**config.mk**
```make
export PLATFORM = sky130hd
export DESIGN_NAME = mem_access_unit
export DESIGN_NICKNAME = d
export VERILOG_FILES = /design/src/rtl/riscv_pkg.sv /design/src/rtl/mem_lane_align.sv /design/src/rtl/mem_access_unit.sv
export SDC_FILE = /design/constraint.sdc
export NUM_CORES = 1
export LEC_CHECK = 0
export BUFFER_PORTS_ARGS = -buffer_cell sky130_fd_sc_hd__buf_2
export CAP_MARGIN = 30
export CELL_PAD_IN_SITES_DETAIL_PLACEMENT = 1
export CELL_PAD_IN_SITES_GLOBAL_PLACEMENT = 2
export CORE_MARGIN = 2
export CORE_UTILIZATION = 26
export DETAILED_ROUTE_END_ITERATION = 8
export PLACE_DENSITY_LB_ADDON = 0.1
export SLEW_MARGIN = 0
export SYNTH_ARGS = -nofsm -noshare
export SYNTH_HDL_FRONTEND = slang
export SYNTH_HIERARCHICAL = 1
export SYNTH_SLANG_ARGS = --single-unit
```
**constraint.sdc**
```tcl
create_clock -name clk -period 7.5 [get_ports clk]
set_clock_uncertainty 0.05 [all_clocks]
set_input_delay 1.5 -clock clk [delete_from_list [all_inputs] [get_ports clk]]
set_output_delay 1.5 -clock clk [all_outputs]
set_load 0.05 [all_outputs]
```
**src/rtl/riscv_pkg.sv**
```systemverilog
// rtl/riscv_pkg.sv - aluop encodings, access FSM states and size/extension decode for the memory stage
package riscv_pkg;

  localparam logic [7:0] ME_NOP_OP = 8'h00;
  localparam logic [7:0] EX_LB_OP  = 8'h20;
  localparam logic [7:0] EX_LH_OP  = 8'h21;
  localparam logic [7:0] EX_LW_OP  = 8'h22;
  localparam logic [7:0] EX_LD_OP  = 8'h23;
  localparam logic [7:0] EX_LBU_OP = 8'h24;
  localparam logic [7:0] EX_LHU_OP = 8'h25;
  localparam logic [7:0] EX_LWU_OP = 8'h26;
  localparam logic [7:0] EX_SB_OP  = 8'h28;
  localparam logic [7:0] EX_SH_OP  = 8'h29;
  localparam logic [7:0] EX_SW_OP  = 8'h2A;
  localparam logic [7:0] EX_SD_OP  = 8'h2B;

  typedef enum logic [2:0] {
    ST_IDLE,
    ST_ISSUE0,
    ST_WAIT0,
    ST_ISSUE1,
    ST_WAIT1,
    ST_DONE
  } mau_state_e;

  typedef struct packed {
    logic       mem;
    logic       load;
    logic       sign;
    logic [3:0] size;
  } mem_dec_t;

  // Doubleword ops only decode as memory accesses on a 64-bit datapath.
  function automatic mem_dec_t decode_op(input logic [7:0] op, input logic wide);
    mem_dec_t d;
    d = '0;
    case (op)
      EX_LB_OP:  d = '{mem: 1'b1, load: 1'b1, sign: 1'b1, size: 4'd1};
      EX_LH_OP:  d = '{mem: 1'b1, load: 1'b1, sign: 1'b1, size: 4'd2};
      EX_LW_OP:  d = '{mem: 1'b1, load: 1'b1, sign: 1'b1, size: 4'd4};
      EX_LBU_OP: d = '{mem: 1'b1, load: 1'b1, sign: 1'b0, size: 4'd1};
      EX_LHU_OP: d = '{mem: 1'b1, load: 1'b1, sign: 1'b0, size: 4'd2};
      EX_SB_OP:  d = '{mem: 1'b1, load: 1'b0, sign: 1'b0, size: 4'd1};
      EX_SH_OP:  d = '{mem: 1'b1, load: 1'b0, sign: 1'b0, size: 4'd2};
      EX_SW_OP:  d = '{mem: 1'b1, load: 1'b0, sign: 1'b0, size: 4'd4};
      EX_LWU_OP: if (wide) d = '{mem: 1'b1, load: 1'b1, sign: 1'b0, size: 4'd4};
      EX_LD_OP:  if (wide) d = '{mem: 1'b1, load: 1'b1, sign: 1'b1, size: 4'd8};
      EX_SD_OP:  if (wide) d = '{mem: 1'b1, load: 1'b0, sign: 1'b0, size: 4'd8};
      default:   d = '0;
    endcase
    return d;
  endfunction

endpackage

```
**src/rtl/mem_lane_align.sv**
```systemverilog
// rtl/mem_lane_align.sv - store lane rotate/mask and load extract/extend across a two-beat window
module mem_lane_align #(
  parameter  int DATA_W = 32,
  localparam int NB     = DATA_W / 8,
  localparam int OFF_W  = $clog2(NB)
) (
  input  logic [OFF_W-1:0]  off_i,
  input  logic [3:0]        size_i,
  input  logic              sign_i,
  input  logic [DATA_W-1:0] st_data_i,
  output logic [DATA_W-1:0] st_beat0_o,
  output logic [DATA_W-1:0] st_beat1_o,
  output logic [NB-1:0]     mask0_o,
  output logic [NB-1:0]     mask1_o,
  input  logic [DATA_W-1:0] ld_beat0_i,
  input  logic [DATA_W-1:0] ld_beat1_i,
  output logic [DATA_W-1:0] ld_result_o
);

  logic [OFF_W+2:0]    shamt;
  logic [2*DATA_W-1:0] st_wide;
  logic [2*DATA_W-1:0] ld_shift;
  logic [2*NB-1:0]     ones;
  logic [2*NB-1:0]     mask_wide;
  logic                sbit;

  // Both beats come from one double-width shift: the upper half is what spills into beat 1.
  always_comb begin
    shamt     = {off_i, 3'b000};
    st_wide   = {{DATA_W{1'b0}}, st_data_i} << shamt;
    ones      = '0;
    for (int i = 0; i < 2 * NB; i++) ones[i] = (i < int'(size_i));
    mask_wide = ones << off_i;
    ld_shift  = {ld_beat1_i, ld_beat0_i} >> shamt;
    sbit      = 1'b0;
    for (int i = 0; i < DATA_W; i++) begin
      if (i == int'(size_i) * 8 - 1) sbit = ld_shift[i];
    end
    ld_result_o = '0;
    for (int i = 0; i < DATA_W; i++) begin
      ld_result_o[i] = (i < int'(size_i) * 8) ? ld_shift[i] : (sign_i & sbit);
    end
    st_beat0_o = st_wide[DATA_W-1:0];
    st_beat1_o = st_wide[2*DATA_W-1:DATA_W];
    mask0_o    = mask_wide[NB-1:0];
    mask1_o    = mask_wide[2*NB-1:NB];
  end

endmodule

```
**src/rtl/mem_access_unit.sv**
```systemverilog
// rtl/mem_access_unit.sv - registered load/store bus stage; MEM_MISALIGN_SPLIT_EN enables two-beat crossing accesses
module mem_access_unit
  import riscv_pkg::*;
#(
  parameter  int DATA_W = 32,
  parameter  int ADDR_W = 32,
  localparam int NB     = DATA_W / 8,
  localparam int OFF_W  = $clog2(NB)
) (
  input  logic              clk,
  input  logic              rst,
  input  logic [4:0]        wd_i,
  input  logic              wreg_i,
  input  logic [DATA_W-1:0] wdata_i,
  input  logic [7:0]        aluop_i,
  input  logic [ADDR_W-1:0] addr_i,
  output logic [4:0]        wd_o,
  output logic              wreg_o,
  output logic [DATA_W-1:0] wdata_o,
  output logic              stall_req_o,
  output logic              misalign_err_o,
  output logic              ram_r_enable_o,
  output logic              ram_w_enable_o,
  output logic [ADDR_W-1:0] ram_addr_o,
  output logic [DATA_W-1:0] ram_w_data_o,
  output logic [NB-1:0]     ram_mask_o,
  input  logic [DATA_W-1:0] ram_r_data_i,
  input  logic              ram_done_i,
  input  logic              ram_busy_i
);

  localparam logic WIDE = (DATA_W == 64);

  mau_state_e        state_q, state_d;
  mem_dec_t          dec_in, dec_q, dec_d;
  logic [ADDR_W-1:0] addr_q, addr_d;
  logic [DATA_W-1:0] data_q, data_d;
  logic [4:0]        wd_q, wd_d;
  logic              wreg_q, wreg_d;
  logic              split_q, split_d;
  logic              err_q, err_d;
  logic [DATA_W-1:0] beat0_q, beat0_d;
  logic [DATA_W-1:0] beat1_q, beat1_d;

  logic [OFF_W-1:0]  off_in;
  logic [4:0]        span;
  logic              crossing;
  logic [ADDR_W-1:0] aligned_addr;
  logic [DATA_W-1:0] st_beat0, st_beat1, ld_result;
  logic [NB-1:0]     mask0, mask1;

  assign dec_in       = decode_op(aluop_i, WIDE);
  assign off_in       = addr_i[OFF_W-1:0];
  assign span         = 5'(off_in) + 5'(dec_in.size);
  assign crossing     = dec_in.mem && (span > 5'(NB));
  assign aligned_addr = {addr_q[ADDR_W-1:OFF_W], {OFF_W{1'b0}}};

  mem_lane_align #(.DATA_W(DATA_W)) u_align (
    .off_i       (addr_q[OFF_W-1:0]),
    .size_i      (dec_q.size),
    .sign_i      (dec_q.sign),
    .st_data_i   (data_q),
    .st_beat0_o  (st_beat0),
    .st_beat1_o  (st_beat1),
    .mask0_o     (mask0),
    .mask1_o     (mask1),
    .ld_beat0_i  (beat0_q),
    .ld_beat1_i  (beat1_q),
    .ld_result_o (ld_result)
  );

  always_ff @(posedge clk or posedge rst) begin
    if (rst) begin
      state_q <= ST_IDLE;
      dec_q   <= '0;
      addr_q  <= '0;
      data_q  <= '0;
      wd_q    <= '0;
      wreg_q  <= 1'b0;
      split_q <= 1'b0;
      err_q   <= 1'b0;
      beat0_q <= '0;
      beat1_q <= '0;
    end else begin
      state_q <= state_d;
      dec_q   <= dec_d;
      addr_q  <= addr_d;
      data_q  <= data_d;
      wd_q    <= wd_d;
      wreg_q  <= wreg_d;
      split_q <= split_d;
      err_q   <= err_d;
      beat0_q <= beat0_d;
      beat1_q <= beat1_d;
    end
  end

  always_comb begin
    state_d = state_q;
    dec_d   = dec_q;
    addr_d  = addr_q;
    data_d  = data_q;
    wd_d    = wd_q;
    wreg_d  = wreg_q;
    split_d = split_q;
    err_d   = err_q;
    beat0_d = beat0_q;
    beat1_d = beat1_q;
    case (state_q)
      ST_IDLE: begin
        if (dec_in.mem) begin
          dec_d   = dec_in;
          addr_d  = addr_i;
          data_d  = wdata_i;
          wd_d    = wd_i;
          wreg_d  = wreg_i;
          beat0_d = '0;
          beat1_d = '0;
          err_d   = 1'b0;
`ifdef MEM_MISALIGN_SPLIT_EN
          split_d = crossing;
          state_d = ST_ISSUE0;
`else
          split_d = 1'b0;
          if (crossing) begin
            err_d   = 1'b1;
            state_d = ST_DONE;
          end else begin
            state_d = ST_ISSUE0;
          end
`endif
        end
      end
      ST_ISSUE0: if (!ram_busy_i) state_d = ST_WAIT0;
      ST_WAIT0: begin
        if (ram_done_i) begin
          beat0_d = ram_r_data_i;
          state_d = split_q ? ST_ISSUE1 : ST_DONE;
        end
      end
      ST_ISSUE1: if (!ram_busy_i) state_d = ST_WAIT1;
      ST_WAIT1: begin
        if (ram_done_i) begin
          beat1_d = ram_r_data_i;
          state_d = ST_DONE;
        end
      end
      ST_DONE: state_d = ST_IDLE;
      default: state_d = ST_IDLE;
    endcase
  end

  always_comb begin
    wd_o           = '0;
    wreg_o         = 1'b0;
    wdata_o        = '0;
    stall_req_o    = 1'b0;
    misalign_err_o = 1'b0;
    ram_r_enable_o = 1'b0;
    ram_w_enable_o = 1'b0;
    ram_addr_o     = '0;
    ram_w_data_o   = '0;
    ram_mask_o     = '0;
    case (state_q)
      ST_IDLE: begin
        wd_o        = wd_i;
        wreg_o      = wreg_i;
        wdata_o     = wdata_i;
        stall_req_o = dec_in.mem & ~rst;
      end
      ST_ISSUE0: begin
        stall_req_o = 1'b1;
        if (!ram_busy_i) begin
          ram_r_enable_o = dec_q.mem & dec_q.load;
          ram_w_enable_o = dec_q.mem & ~dec_q.load;
          ram_addr_o     = aligned_addr;
          ram_w_data_o   = dec_q.load ? '0 : st_beat0;
          ram_mask_o     = dec_q.load ? {NB{1'b1}} : mask0;
        end
      end
      ST_ISSUE1: begin
        stall_req_o = 1'b1;
        if (!ram_busy_i) begin
          ram_r_enable_o = dec_q.mem & dec_q.load;
          ram_w_enable_o = dec_q.mem & ~dec_q.load;
          ram_addr_o     = aligned_addr + ADDR_W'(NB);
          ram_w_data_o   = dec_q.load ? '0 : st_beat1;
          ram_mask_o     = dec_q.load ? {NB{1'b1}} : mask1;
        end
      end
      ST_WAIT0, ST_WAIT1: stall_req_o = 1'b1;
      ST_DONE: begin
        wd_o           = wd_q;
        wreg_o         = wreg_q & ~err_q;
        wdata_o        = dec_q.load ? ld_result : data_q;
        misalign_err_o = err_q;
      end
      default: ;
    endcase
  end

endmodule

```
==> flow_summary.ini, run 1 <==
[setup_path]
cpPeakStageDelay_ns = 0.86
crit_fanout = 39
crit_path_start_kind = flop
worstSetupEndpointType = output pin
crit_buf_inv = 1
cpMaxStageDelayCell = dfrtp_4
crit_arrival_ns = 3.47
worstPathRequired_ns = 5.95
path_cells = mux2i_1, mux2i_1, o211ai_4, o22ai_1, mux2i_1, o21ai_0, buf_2
path_delay_family = compound AO/OA/AOI/OAI gates
crit_type = flop to output pin
cp_common_cell = mux2i_1

[grt]
grt_pass1_wl_mm = 60.5
track_usage_pct = 19.5
overflow = 0
grt_max_degree = 76
antenna_found_initial = 0
grt_pass1_vias = 9917

[synth]
syn_inst = 1297
synthesis.area_um2 = 10100
ys_warn_count = 6
syn_area_per_cell_um2 = 7.76

[final_layout]
drive_gt1_share_pct = 22.2
stdcell_count = 1976
finalInstanceArea_um2 = 12100
antenna-diode-count = 0
nets = 1566
area_growth_pct = 20.0

[cts]
clk_latency_ns = 0.44
cts_num_sinks = 136
cts_buffer_depth = 2
cts_resized = 0
root_buffer = clkbuf_16
post_cts_buffers = 0
hold_buffers = 0
cts.clk_slew.worst_paths_ns = 0.07
cts_tree = done
htreeDepth = 4
cts_buffers = 17

[timing]
tightest_slew_ns = 0.995
hold_viol_final = 0
fin_crit_ns = 5.02
fmax_ghz = 0.199
timing.final.max_slew_violations = 0
finalSetupTns_ns = 0
period_share_pct = 66.9
setup_viol = 0
relSlewSlack_pct = 33.4
rsz0062_at_grt = no

[min_path]
worstHoldPathType = flop to flop

[routing]
postRouteAntennaNets = 0
drc = 0
drtIter0Drc = 360
wirelength_mm = 39.1
wl_per_cell_um = 19.8
vias = 9635
via_per_inst = 4.88
drtPass1Iterations = 4

[floorplan]
die_area_um2 = 40300
start_util_pct = 26.2
rows = 72
io_pins = 224
core_um2 = 38400
die_h_um = 201
fp.dieW_um = 201

[placement]
hpwl_mm = 28.5
dpl_cell_area_um2 = 11400
gp_congestion = 0.769
placed_cells = 1944
io_buffers = 221

[power]
powerDensity_nw_per_um2 = 391
p_int_uw = 2440
p_sw_share_pct = 48.3
share_comb_of_total_power_pct = 48.3
vdd_drop_max_mv = 0.171
power.leakage_uw = 0.00567
p_sw_uw = 2280
pwr-share-seq_pct = 31.0
power_frac_clock_pct = 20.7

[run]
maxCapViolCount = 0

[run_status]
status = completed
[power by group through the flow]
stage,clock network (µW),logic [µW],registers [µW]
after floorplan,0,1840,1230
after global placement,0,2290,1470
after detailed placement,0,2310,1480
after CTS,1000,2320,1470
after global routing,1030,2500,1530
final,976,2280,1460
[path summary, 6_finish.rpt]
path	start	to	slack, ns	cells after the start
worst max-delay path	addr_q[1]$_DFFE_PP0P_	wdata_o[0]	2.48	7
worst min-delay path	wd_q[0]$_DFFE_PP0P_	wd_q[0]$_DFFE_PP0P_	0.43	2
worst max register to register	state_q[1]$_DFFE_PP0P_	data_q[11]$_DFFE_PP0P_	4.15	7
worst min register to register	wd_q[0]$_DFFE_PP0P_	wd_q[0]$_DFFE_PP0P_	0.43	2
max in group asynchronous	rst	beat0_q[24]$_DFFE_PP0P_	4.96	4
min in group asynchronous	rst	addr_q[6]$_DFFE_PP0P_	0.95	2
[state kept, by name (all words and copies together) (netlist names)]
name     count
addr_q      32
beat0_q     32
data_q      32
beat1_q     24
dec_q        6
wd_q         5
state_q      3
err_q        1
wreg_q       1
[stage by stage]
step	util, %	hold slack [ns]	power, µW	setup slack, ns
global route	31.4	0.457	5060	2.24
floorplan	-	0.382	3080	0.481
CTS	31.4	0.430	4780	2.44
detailed placement	29.7	0.415	3780	2.81
finish	31.4	0.429	4720	2.48
global placement	29.6	0.408	3760	2.87
[cells in the final DEF, fill, tap and decap left out, types with 3 or more instances in the layout]
master and n:
clkbuf_8 3, clkbuf_16 17, bufinv_16 5, xnor2_1 5, and2_1 12, a211oi_1 8
nand2b_1 4, and3_1 12, nor3b_1 3, mux2i_1 116, nor3_1 5, a22o_1 13
dfrtp_1 132, buf_2 221, mux2_2 26, o21ai_2 4, nand4_1 9, conb_1 13
nand2_1 376, o21ai_0 100, xor2_1 5, o22ai_1 23, nor2b_1 14, or2_2 4
and4_1 5, ha_1 6, inv_1 9, o211ai_1 33, or3_1 9, buf_4 15
a21oi_1 52, nand3_1 37, nor2_1 90, o21ai_1 8, or4_1 11, nand4_2 3
o31ai_1 12
[per-layer routing]
| metal | vias up | routed length (µm) | track usage, % |
|---|---|---|---|
| met1 | 4719 | 19400 | 27.1 |
| met2 | 138 | 18200 | 31.7 |
| li1 | 4760 | - | - |
| met5 | - | 0 | 0 |
| met3 | 18 | 1160 | 3.28 |
| met4 | 0 | 406 | 4.39 |
[final cells by class]
class,count,area (µm²)
repair buffers,238,1270
fillers,4712,26300
multi-input cells,1042,6030
flip-flops and latches,136,3410
inverters,10,42.5
clock inverters,11,193
clock buffers,21,470
well taps,518,648
[tightest hold or removal path: cells and delay by family, from the launching register on]
family           cells  cell delay (ns)
and+or+nand+nor      2             0.10
DFF                  1             0.34
Power figures use the tool's default switching activity.
==> run 2: changes to the inputs <==
--- a/config.mk
+++ b/config.mk
@@ -5,6 +5,7 @@
 export SDC_FILE = /design/constraint.sdc
 export NUM_CORES = 1
 export LEC_CHECK = 0
+export ABC_AREA = 1
 export BUFFER_PORTS_ARGS = -buffer_cell sky130_fd_sc_hd__buf_2
 export CAP_MARGIN = 30
 export CELL_PAD_IN_SITES_DETAIL_PLACEMENT = 1
==> constraint.sdc (replaced) <==
create_clock -name clk -period 4.8 [get_ports clk]
set_clock_uncertainty 0.05 [all_clocks]
set_input_delay 0.96 -clock clk [delete_from_list [all_inputs] [get_ports clk]]
set_output_delay 0.96 -clock clk [all_outputs]
set_load 0.05 [all_outputs]
==> run 2 against run 1 <==
Final area up 2.7%; die area up 3.7%; synthesized area up 3.8%.
==> flow_summary.ini, run 2 <==
[routing]
wirelength_mm = 46.0
postRouteAntennaNets = 0
wl_per_cell_um = 20.0
drtPass1Iterations = 5
drtIter0Drc = 667
via_per_inst = 5.01
vias = 11500
drc = 0

[cts]
cts_buffer_depth = 2
cts_resized = 0
cts_tree = done
root_buffer = clkbuf_16
post_cts_buffers = 0
cts_buffers = 17
cts.clk_slew.worst_paths_ns = 0.06
clk_latency_ns = 0.45
hold_buffers = 0
htreeDepth = 4
cts_num_sinks = 136

[setup_path]
crit_type = flop to output pin
worstPathRequired_ns = 3.79
crit_arrival_ns = 3.49
crit_buf_inv = 2
critPathLaunch = addr_q[1]$_DFFE_PP0P_
crit_end = wdata_o[31]
cp_common_cell = nand3_1
crit_fanout = 36
crit_path_start_kind = flop
cpMaxStageDelayCell = dfrtp_2
cpPeakStageDelay_ns = 0.74
r2r-end = data_q[26]$_DFFE_PP0P_
path_cells = inv_2, nand3_1, nand3_1, nand3_4, nand4_4, nand2_1, nor2_1, o32ai_1, buf_2
path_delay_family = simple AND/OR/NAND/NOR gates
reg2regPathDepth = 7
r2r_slack_ns = 2.12
reg2reg_from = state_q[1]$_DFFE_PP0P_
path_depth = 9
worstSetupEndpointType = output pin

[timing]
fin_crit_ns = 4.50
setup_viol = 0
holdWs_ns = 0.439
period_share_pct = 93.8
timing.final.max_slew_violations = 0
tightest_slew_ns = 0.943
fmax_ghz = 0.222
relSlewSlack_pct = 37.0
hold_viol_final = 0
finalSetupTns_ns = 0
rsz0062_at_grt = no

[synth]
syn_area_per_cell_um2 = 6.48
synthesis.area_um2 = 10400
syn_inst = 1610
ys_warn_count = 6

[min_path]
worstHoldPathType = flop to flop

[floorplan]
core_um2 = 39600
io_pins = 224
rows = 73
fp.dieW_um = 204
die_area_um2 = 41800
start_util_pct = 26.3
die_h_um = 204

[final_layout]
area_growth_pct = 18.7
finalInstanceArea_um2 = 12400
layout_common_cells = 442 x nand2_1, 221 x nand3_1, 221 x buf_2
multi_input_area_um2 = 5920
drive_gt1_share_pct = 17.5
reg_top3 = addr_q x32, beat0_q x32, data_q x32
final-seq-area_um2 = 3410
fillCellCount = 5143
final_common_cell = nand2_1
fin_util_pct = 31.3
nets = 1883

[power]
powerDensity_nw_per_um2 = 584
power.leakage_uw = 0.00620
vdd_drop_max_mv = 0.247

[placement]
hpwl_mm = 34.6
io_buffers = 221
dpl_cell_area_um2 = 11800
gp_congestion = 0.859

[grt]
antenna_found_initial = 1
grt_pass1_vias = 11700
grt_max_degree = 80
grt_pass1_wl_mm = 71.2
track_usage_pct = 22.2
overflow = 0

[run]
maxCapViolCount = 0

[run_status]
status = completed
## run 2: how the worst min path moves through the flow
stage	from	slack (ns)	end	cells after the start
finish	wd_q[2]$_DFFE_PP0P_	0.44	wd_q[2]$_DFFE_PP0P_	2
global route	wd_q[2]$_DFFE_PP0P_	0.48	wd_q[2]$_DFFE_PP0P_	2
CTS	wd_q[2]$_DFFE_PP0P_	0.44	wd_q[2]$_DFFE_PP0P_	2
detailed placement	wd_q[2]$_DFFE_PP0P_	0.43	wd_q[2]$_DFFE_PP0P_	2
global placement	wd_q[2]$_DFFE_PP0P_	0.42	wd_q[2]$_DFFE_PP0P_	2
floorplan	dec_q[6]$_DFFE_PP0P_	0.38	dec_q[6]$_DFFE_PP0P_	2
## run 2: per-stage QoR
stage / worst slack (ns) / power, µW / std cells
2_1_floorplan: 0.270 / 4690 / 1623
3_3_place_gp: 0.825 / 5860 / 2266
3_5_place_dp: 0.800 / 5920 / 2268
4_1_cts: 0.320 / 7290 / 2300
5_1_grt: 0.0133 / 7810 / 2301
6_report: 0.296 / 7240 / 2301
## run 2: cell type report
class	instances	area share, %
antenna	1	0.0202
clock buffer	20	3.69
clock inverter	12	0.939
inverter	138	4.21
multi-input combinational	1226	47.8
sequential	136	27.5
tap	525	5.30
timing repair buffer	243	10.6
## run 2: metal layers
metal / share of wire [%] / wire, µm / track usage, %
met1: 49 / 22600 / 31.9
met2: 45 / 20600 / 34.2
met3: 4.3 / 1990 / 3.67
met4: 1.9 / 875 / 5.98
met5: 0 / 0 / 0
## run 2: worst reg2reg max path: stages (launching register included)
cell     delay, ns
dfrtp_1       0.45
nor2_1        0.11
inv_1         0.07
nor2_2        0.07
nand2_4       0.18
buf_4         0.58
buf_4         0.80
o21ai_0       0.22
## run 2: power breakdown
part	internal (µW)	total, µW	leakage (µW)	switching (µW)
Sequential	1540	2100	0.00177	561
Clock	745	1340	0.000266	592
Combinational	1000	3800	0.00417	2800
Total	3290	7240	0.00620	3950
